`src/rtl/cu_pkg.sv`:
```
// Shared definitions for the multicycle control unit: FSM states, opcodes,
// instruction classes and write-back source codes.
package cu_pkg;

  typedef enum logic [2:0] {
    ST_FETCH  = 3'd0,
    ST_DECODE = 3'd1,
    ST_EXEC   = 3'd2,
    ST_MEM    = 3'd3,
    ST_WB     = 3'd4,
    ST_TRAP   = 3'd5
  } state_e;

  typedef enum logic [3:0] {
    CL_R, CL_I, CL_LOAD, CL_STORE, CL_BRANCH,
    CL_JAL, CL_JALR, CL_LUI, CL_AUIPC, CL_ILL
  } iclass_e;

  localparam logic [6:0] OP_R      = 7'b0110011;
  localparam logic [6:0] OP_I      = 7'b0010011;
  localparam logic [6:0] OP_LOAD   = 7'b0000011;
  localparam logic [6:0] OP_STORE  = 7'b0100011;
  localparam logic [6:0] OP_BRANCH = 7'b1100011;
  localparam logic [6:0] OP_JAL    = 7'b1101111;
  localparam logic [6:0] OP_JALR   = 7'b1100111;
  localparam logic [6:0] OP_LUI    = 7'b0110111;
  localparam logic [6:0] OP_AUIPC  = 7'b0010111;

  localparam logic [1:0] WB_DM  = 2'b00;
  localparam logic [1:0] WB_ALU = 2'b01;
  localparam logic [1:0] WB_PC4 = 2'b10;
  localparam logic [1:0] WB_IMM = 2'b11;

  localparam logic [31:0] IR_NOP = 32'h0000_0013;

  function automatic logic [1:0] wb_sel_of(input iclass_e c);
    case (c)
      CL_LOAD:          return WB_DM;
      CL_JAL, CL_JALR:  return WB_PC4;
      CL_LUI:           return WB_IMM;
      default:          return WB_ALU;
    endcase
  endfunction

endpackage

```
`src/rtl/cu_decoder.sv`:
```
// Opcode classifier; every legal opcode ends in 2'b11, so a full 7-bit match
// also rejects compressed encodings.
module cu_decoder
  import cu_pkg::*;
#(
  parameter int ENABLE_U = 1
) (
  input  logic [6:0] opcode,
  output iclass_e    iclass,
  output logic       illegal
);

  always_comb begin
    iclass = CL_ILL;
    case (opcode)
      OP_R:      iclass = CL_R;
      OP_I:      iclass = CL_I;
      OP_LOAD:   iclass = CL_LOAD;
      OP_STORE:  iclass = CL_STORE;
      OP_BRANCH: iclass = CL_BRANCH;
      OP_JAL:    iclass = CL_JAL;
      OP_JALR:   iclass = CL_JALR;
      OP_LUI:    iclass = (ENABLE_U != 0) ? CL_LUI : CL_ILL;
      OP_AUIPC:  iclass = (ENABLE_U != 0) ? CL_AUIPC : CL_ILL;
      default:   iclass = CL_ILL;
    endcase
    illegal = (iclass == CL_ILL);
  end

endmodule

```
`src/rtl/multicycle_cu.sv`:
```
// Multicycle RV32 control unit: FETCH/DECODE/EXEC/MEM/WB FSM with a memory
// handshake timeout that traps; outputs are quiet while reset is held.
module multicycle_cu
  import cu_pkg::*;
#(
  parameter int XLEN     = 32,
  parameter int ENABLE_U = 1,
  parameter int TIMEOUT  = 15
) (
  input  logic        clk,
  input  logic        reset,
  input  logic [31:0] instr,
  input  logic        mem_ack,
  input  logic        branch_taken,
  output logic        im_req,
  output logic        dm_req,
  output logic        dm_we,
  output logic [2:0]  dm_ctrl,
  output logic        pc_we,
  output logic        pc_sel,
  output logic [4:0]  rs1,
  output logic [4:0]  rs2,
  output logic [4:0]  rd,
  output logic        rf_we,
  output logic [2:0]  alu_func3,
  output logic        alu_subsra,
  output logic        op1_sel,
  output logic        op2_sel,
  output logic [1:0]  wb_sel,
  output logic [2:0]  br_op,
  output logic        illegal,
  output logic [2:0]  state
);

  localparam logic [7:0] TO_LAST = 8'(TIMEOUT - 1);

  state_e      state_q, state_d;
  logic [31:0] ir_q, ir_d;
  logic [7:0]  cnt_q, cnt_d;
  iclass_e     iclass;
  logic        dec_illegal;
  logic        mem_phase;
  logic        timed_out;
  logic [2:0]  func3;

  cu_decoder #(.ENABLE_U(ENABLE_U)) u_dec (
    .opcode  (ir_q[6:0]),
    .iclass  (iclass),
    .illegal (dec_illegal)
  );

  assign func3      = ir_q[14:12];
  assign rs1        = ir_q[19:15];
  assign rs2        = ir_q[24:20];
  assign rd         = ir_q[11:7];
  assign dm_ctrl    = func3;
  assign br_op      = func3;
  // Address, jump and upper-immediate arithmetic is always an add.
  assign alu_func3  = (iclass == CL_R || iclass == CL_I) ? func3 : 3'b000;
  assign alu_subsra = (iclass == CL_R || (iclass == CL_I && func3 == 3'b101)) ? ir_q[30] : 1'b0;
  assign state      = state_q;

  assign mem_phase  = (state_q == ST_FETCH) || (state_q == ST_MEM);
  // An ack in the final allowed cycle still wins over the timeout.
  assign timed_out  = mem_phase && !mem_ack && (cnt_q == TO_LAST);

  always_ff @(posedge clk) begin
    if (reset) begin
      state_q <= ST_FETCH;
      ir_q    <= IR_NOP;
      cnt_q   <= 8'd0;
    end else begin
      state_q <= state_d;
      ir_q    <= ir_d;
      cnt_q   <= cnt_d;
    end
  end

  always_comb begin
    state_d = state_q;
    ir_d    = ir_q;
    case (state_q)
      ST_FETCH: begin
        if (mem_ack) begin
          state_d = ST_DECODE;
          ir_d    = instr;
        end else if (timed_out) begin
          state_d = ST_TRAP;
        end
      end
      ST_DECODE: state_d = dec_illegal ? ST_TRAP : ST_EXEC;
      ST_EXEC: begin
        case (iclass)
          CL_BRANCH:         state_d = ST_FETCH;
          CL_LOAD, CL_STORE: state_d = ST_MEM;
          default:           state_d = ST_WB;
        endcase
      end
      ST_MEM: begin
        if (mem_ack)        state_d = (iclass == CL_STORE) ? ST_FETCH : ST_WB;
        else if (timed_out) state_d = ST_TRAP;
      end
      ST_WB:   state_d = ST_FETCH;
      ST_TRAP: state_d = ST_TRAP;
      default: state_d = ST_TRAP;
    endcase

    if (state_d != state_q)      cnt_d = 8'd0;
    else if (mem_phase && !mem_ack) cnt_d = cnt_q + 8'd1;
    else                         cnt_d = cnt_q;
  end

  always_comb begin
    im_req  = 1'b0;
    dm_req  = 1'b0;
    dm_we   = 1'b0;
    pc_we   = 1'b0;
    pc_sel  = 1'b0;
    rf_we   = 1'b0;
    op1_sel = 1'b1;
    op2_sel = 1'b0;
    wb_sel  = WB_ALU;
    illegal = 1'b0;
    if (!reset) begin
      // Operand and write-back selects stay stable from EXEC through WB.
      if (state_q inside {ST_EXEC, ST_MEM, ST_WB}) begin
        op1_sel = !(iclass inside {CL_BRANCH, CL_JAL, CL_AUIPC});
        op2_sel = (iclass != CL_R);
        wb_sel  = wb_sel_of(iclass);
      end
      case (state_q)
        ST_FETCH: im_req = 1'b1;
        ST_EXEC: begin
          if (iclass == CL_BRANCH) begin
            pc_we  = 1'b1;
            pc_sel = branch_taken;
          end
        end
        ST_MEM: begin
          dm_req = 1'b1;
          dm_we  = (iclass == CL_STORE);
          pc_we  = (iclass == CL_STORE) && mem_ack;
        end
        ST_WB: begin
          pc_we  = 1'b1;
          rf_we  = (rd != 5'd0);
          pc_sel = (iclass == CL_JAL || iclass == CL_JALR);
        end
        ST_TRAP: illegal = 1'b1;
        default: ;
      endcase
    end
  end

  logic unused_bits;
  assign unused_bits = ^{ir_q[31], ir_q[29:25]} ^ (XLEN == 64);

endmodule
```
`config.mk`:
```
export PLATFORM = sky130hd
export DESIGN_NAME = multicycle_cu
export DESIGN_NICKNAME = d
export VERILOG_FILES = /design/src/rtl/cu_pkg.sv /design/src/rtl/cu_decoder.sv /design/src/rtl/multicycle_cu.sv
export SDC_FILE = /design/constraint.sdc
export NUM_CORES = 1
export LEC_CHECK = 0
export BUFFER_PORTS_ARGS = -buffer_cell sky130_fd_sc_hd__buf_2
export CAP_MARGIN = 10
export CORE_MARGIN = 5
export CORE_UTILIZATION = 36
export DETAILED_ROUTE_END_ITERATION = 8
export PLACE_DENSITY = 0.6
export SLEW_MARGIN = 40
export SYNTH_ARGS = -nofsm -noshare
export SYNTH_HDL_FRONTEND = slang
export SYNTH_SLANG_ARGS = --single-unit
```
`constraint.sdc`:
```
create_clock -name clk -period 2 [get_ports clk]
set_input_delay 0.2 -clock clk [delete_from_list [all_inputs] [get_ports clk]]
set_output_delay 0.2 -clock clk [all_outputs]
set_load 0.05 [all_outputs]
```
-- Word-level counts from Yosys, hierarchy flattened
Cells that the tools add are included.
Widths: inputs -> output; s select.
- register bits after elaboration: 42
- input bits: 36
- output and inout bits: 39
- add/sub/neg operators: 1
- equality and inequality tests: 26
- mux-type cells: 33
- reductions and logical operators: 20
- operators by type and width (cell ; count):
    $pmux 4 s9 ; 1
    $eq 7x6->1 const B ; 3
    $eq 7x7->1 const B ; 3
    $mux 1 ; 19
    $mux 3 ; 6
    $eq 4x3->1 const B ; 4
    $pmux 3 s5 ; 1
    $eq 7x5->1 const B ; 2
    $eq 3x3->1 const B ; 3
    $add 8x1->8 const B ; 1
    $eq 4x2->1 const B ; 2
    $eq 4x4->1 const B ; 2
    $eq 8x4->1 const B ; 1
    $eq 7x2->1 const B ; 1
    $eq 3x2->1 const B ; 2
    $pmux 2 s3 ; 1
    $pmux 3 s2 ; 1
    $reduce_bool 3->1 ; 2
    $reduce_or 2->1 ; 3
    $reduce_bool 5->1 ; 1
    $eq 4x1->1 const B ; 1
    $logic_and 1x1->1 ; 4
    $logic_not 4->1 ; 1
    $logic_or 1x1->1 ; 4
    other kinds (9) ; 11

-- Depth between registers and ports, before layout
- depth after elaboration: 9
- depth in mapped cells: 7
- depth with buffers taken out: 7

-- Hierarchy
Synthesis repeated with hierarchy kept, for this count alone.
- cells, all modules: 291
- area total of the unflattened synthesis: 2228.4 µm²
- modules (own cells, without submodules) (module ; times used ; cells an instance ; area an instance (µm²) ; sequential area each (µm²)):
    multicycle_cu ; 1 ; 266 ; 2054.5 ; 740.7
    cu_decoder ; 1 ; 25 ; 173.9 ; 0.0

-- Least setup slack after synthesis
Ideal clock, no wire load.
- path kind: reg2out
- from: register state_q[1], in the netlist state[1]
- to: output pc_sel
- data arrival time: 3.130 ns
- required time: 1.800 ns
- path slack: -1.330 ns
- cell stages (with the launch flop): 6
- path buffers: 1
- cell sequence: dfxtp_1 clkbuf_1 nand2b_1 nor4_1 a31oi_1 nor4b_1
- cells in the longest elaborated chain, start to end: 3
- RTL lines (element ; line ; text):
    start, declared ; multicycle_cu.sv:37 ; state_e state_q, state_d;
    start signal, assigned ; multicycle_cu.sv:73 ; state_q <= state_d;
    $eq 3x3->1 / $eq 3x2->1 (equally long branches) ; multicycle_cu.sv:131 ; case (state_q)
    $pmux 1 s2 * ; multicycle_cu.sv:131 ;
    $mux 1 * ; multicycle_cu.sv:124 ; if (!reset) begin
    end, declared ; multicycle_cu.sv:20 ; output logic pc_sel,
Mark *: on every way between the ends. The rest lies on a longest branch, timed or not.

-- Final worst setup path
- from: register ir_q[2]
- to: output pc_sel
- cells in the longest elaborated chain, start to end: 6
- RTL lines (element ; line ; text):
    start, declared ; multicycle_cu.sv:38 ; logic [31:0] ir_q, ir_d;
    start signal, assigned ; multicycle_cu.sv:74 ; ir_q <= ir_d;
    $eq 7x5->1, or another cell as far along ; cu_decoder.sv:15 ; case (opcode)
    $pmux 4 s9 * ; cu_decoder.sv:15 ;
    $eq 4x3->1, on equally long branches ; multicycle_cu.sv:134, multicycle_cu.sv:147 ;
    $mux 1 / $logic_or 1x1->1 (equally long branches) ; multicycle_cu.sv:134, multicycle_cu.sv:147 ;
    $pmux 1 s2 * ; multicycle_cu.sv:131 ;
    $mux 1 * ; multicycle_cu.sv:124 ;
Marks and branches as above.

==> results.toml <==
[outcome]
run_status = "complete, no violations"

[clocking]
numCtsBuffers = 5
hold_buffers = 0
clock_tree.root_cell = "clkbuf_8"
cts-root-to-sink-buffers = 2
cts_tree = "yes"
numClockSinks = 37
worst_setup_hold_path_clk_slew_ps = 70
htree_levels = 2
post_cts_buffers = 0
worst_skew_pair_latency_ps = 280

[timing]
final_period_minus_worst_setup_slack_ps = 1930
rsz0062_at_grt = "yes"
worst_slack_ps = 66.7
final_min_period_over_clock_period_pct = 96.7
final-setup-viol-count = 0
hold_violations = 0
final.setup_skew_ps = 5.68
finalHoldWorstSlack_ps = 123
headroom_to_the_max_slew_limit_pct = 64.4
timing_max_transition_violations_final = 0
worstMarginPinSlew_ps = 521
fmax_ghz = 0.517

[global_routing]
antenna_found_initial = 0
groute.usage.overall_pct = 14.7
grt_first_pass_wirelength_mm = 8.86
grt_start_max_net_pins = 27
number_of_global_route_vias_before_repair = 1931
overflow = 0

[synth]
syn_nets = 313
syn-mean-instance-area_um2 = 7.60
ys_async_sr_fraction_pct = 0
dominantRegCellSynth = "dfxtp_1"
yosys_warnings = 0
syn_inst = 275
mappedNetlistArea_um2 = 2090
yosysUniqueCellTypes = 48
synth-edff-count = 0
synth.yosys.seq_area_share_pct = 35.4
synth.ff_latch_count = 37

[final_layout]
fillCellCount = 577
design_area_um2 = 2680
area_growth_pct = 28.4
finish.utilization_pct = 48.1
diodes = 0
total_area_of_multi_input_combinational_cells_um2 = 1240
nets = 364
fraction_of_layout_cells_with_a_size_suffix_above_1_pct = 37.4
regArea_um2 = 752

[place]
placed_cell_area_um2 = 2480
place.port_buffers = 68
place_worst_setup_slack_ps = 53.6
place.detailed.hpwl_mm = 4.01
routabilityCongestion = 0.814

[power_and_ir_drop]
power_report.internal_total_mw = 1.69
power.combinational.fraction_pct = 51.3
total_leakage_power_nw = 1.11
clock_power_share_pct = 16.4
p_sw_mw = 1.50
switching_share_pct = 47.1
pwr_density_nw_per_um2 = 1190
p_seq_share_pct = 32.3
worst_ir_drop_vdd_v = 0.000579

[hold_path]
hold_end = "ir_q[0]"
hold_path.class = "in -> reg"
min_path_cells = 3
worst_hold_startpoint = "instr[0]"

[critical_path]
r2r_setup_slack_ps = 100
worst_path_max_delay_cell = "dfxtp_1"
r2r-start = "ir_q[2]"
worst-path-max-fanout = 10
required_ps = 1800
worstSetupStartpointType = "flop"
end_kind = "output pin"
path_cells = "buf_4, or2_4, nor4_4, a31oi_2, nor4b_4, buf_6"
reg2reg_to = "cnt_q[1]"
worst_stage_delay_on_the_critical_path_ps = 310
r2r.worst_path.cells = 5
cp_data_arrival_time_ps = 1730
timing_worst_setup_path_type = "reg -> out"

[drt]
routed_wirelength_mm = 5.39
drc_errors = 0
wire_per_inst_um = 13.6
vias = 1943
detail-route-antenna-nets = 0
dr.first_iter.drc_count = 65
post_drt_via_cell_ratio = 4.88
detail_route.first_pass.iterations = 4

[floorplanning]
floorplan.die.height_um = 86.2
core-area_um2 = 5570
floorplan.io_pins = 75
core.rowCount = 27
die_extent_in_x_um = 86.2
total_die_area_um2 = 7430
initial_core_util_pct = 37.5

[run]
timing.max_cap.violations = 0
-- critical path: cells and delay by family, from the launching register on --
kind / cells / cell delay, ps
AOI/OAI and AO/OA: 1 / 90
buffers and inverters: 2 / 360
DFF: 1 / 310
and+or+nand+nor: 3 / 700
-- flip-flops by register name (all words and copies together), names as in the netlist --
| name | count |
|---|---|
| cnt_q | 8 |
| state | 3 |
| ir_q | 26 |
-- kinds of logic (layout without fill, tap and decap cells) --
group	after synthesis	after routing	synth area share, %
AOI/OAI and AO/OA	54	54	17.4
and+or+nand+nor	128	128	29.7
adders and majority gates	2	2	1.20
DFF	37	37	35.4
xor gates and xnor gates	9	9	3.77
muxes	1	1	0.479
buffers and inverters	44	95	12.0
-- metrics by stage --
step                cells  TNS, ps  total power [mW]
global route          398    -16.3              3.42
finish                398        0              3.19
floorplan             275     -100              2.27
detailed placement    391        0              2.59
global placement      391        0              2.57
CTS                   398        0              3.18
-- Yosys cell counts (2+ instances only) --
master | n | area, um2
nand4_1 | 2 | 12.5
o21ai_0 | 6 | 30.0
inv_1 | 5 | 18.8
a21oi_1 | 29 | 145
ha_1 | 2 | 25.0
and2_1 | 6 | 37.5
clkbuf_1 | 17 | 63.8
or2_2 | 2 | 12.5
nor3_1 | 5 | 25.0
nor2_1 | 17 | 63.8
nand3b_1 | 2 | 15.0
or4_1 | 2 | 15.0
nand4b_1 | 2 | 17.5
xnor2_1 | 2 | 17.5
buf_4 | 21 | 158
a211oi_2 | 2 | 25.0
nor4_1 | 3 | 18.8
xor2_1 | 7 | 61.3
nor4b_1 | 3 | 26.3
a211oi_1 | 3 | 22.5
nor2b_1 | 2 | 12.5
nand2_1 | 62 | 233
nand3_1 | 8 | 40.0
dfxtp_1 | 37 | 741
nand2b_1 | 5 | 31.3
-- timing repair --
action / CTS / global route
cloned: 0 / 0
setup endpoints to repair: 10 / 13
pin swaps: 0 / 1
endpoints found under the hold margin: 0 / 0
resized for setup: 20 / 12
-- power groups by stage --
stage	combinational [mW]	clock (mW)	sequential [mW]
6_report	1.64	0.525	1.03
3_3_place_gp	1.54	0	1.02
3_5_place_dp	1.56	0	1.03
5_1_grt	1.77	0.586	1.06
4_1_cts	1.62	0.538	1.02
2_1_floorplan	1.26	0	1.01
-- per-layer routing --
| metal | part of all wire [%] | vias to the layer above | track usage, % |
|---|---|---|---|
| met1 | 48 | 875 | 19.2 |
| met5 | 0 | - | 0 |
| met2 | 44 | 55 | 23.3 |
| met3 | 7.1 | 2 | 5.13 |
| met4 | 0.24 | 0 | 3.26 |
| li1 | - | 1011 | - |
-- area by class of cell --
type	count	share of cell area (%)
Inverter	5	0.700
Clock buffer	7	3.22
Multi-Input combinational cell	194	46.3
Sequential cell	37	28.0
Tap cell	72	3.36
Timing Repair Buffer	83	18.4
-- layout by cell type (no fill, tap or decap), types with 2 or more instances in the layout --
master	n
nor2_2	2
a211oi_2	2
xor2_1	7
a21oi_1	27
nor2_1	14
xnor2_1	2
nand4b_1	2
nand3b_1	2
buf_4	18
nand2b_1	4
nor4_4	2
and2_1	6
nor3_1	2
nand3_1	8
inv_1	5
dfxtp_1	32
ha_1	2
nor3_2	2
o21ai_1	2
nand2_1	62
dfxtp_2	3
or4_1	2
o21ai_0	5
a211oi_1	2
dfxtp_4	2
clkbuf_8	6
buf_6	5
buf_2	59
nand4_1	2
-- worst max path at each step --
stage | from | to | slack [ps] | cells past startpoint
floorplan | state[1] | pc_sel | -100 | 5
global placement | ir_q[2] | cnt_q[1] | 90 | 5
detailed placement | ir_q[2] | cnt_q[1] | 50 | 5
CTS | state[2] | wb_sel[0] | 40 | 6
global route | ir_q[2] | pc_sel | -20 | 6
finish | ir_q[2] | pc_sel | 70 | 6
(Power assumes the default switching activity.)
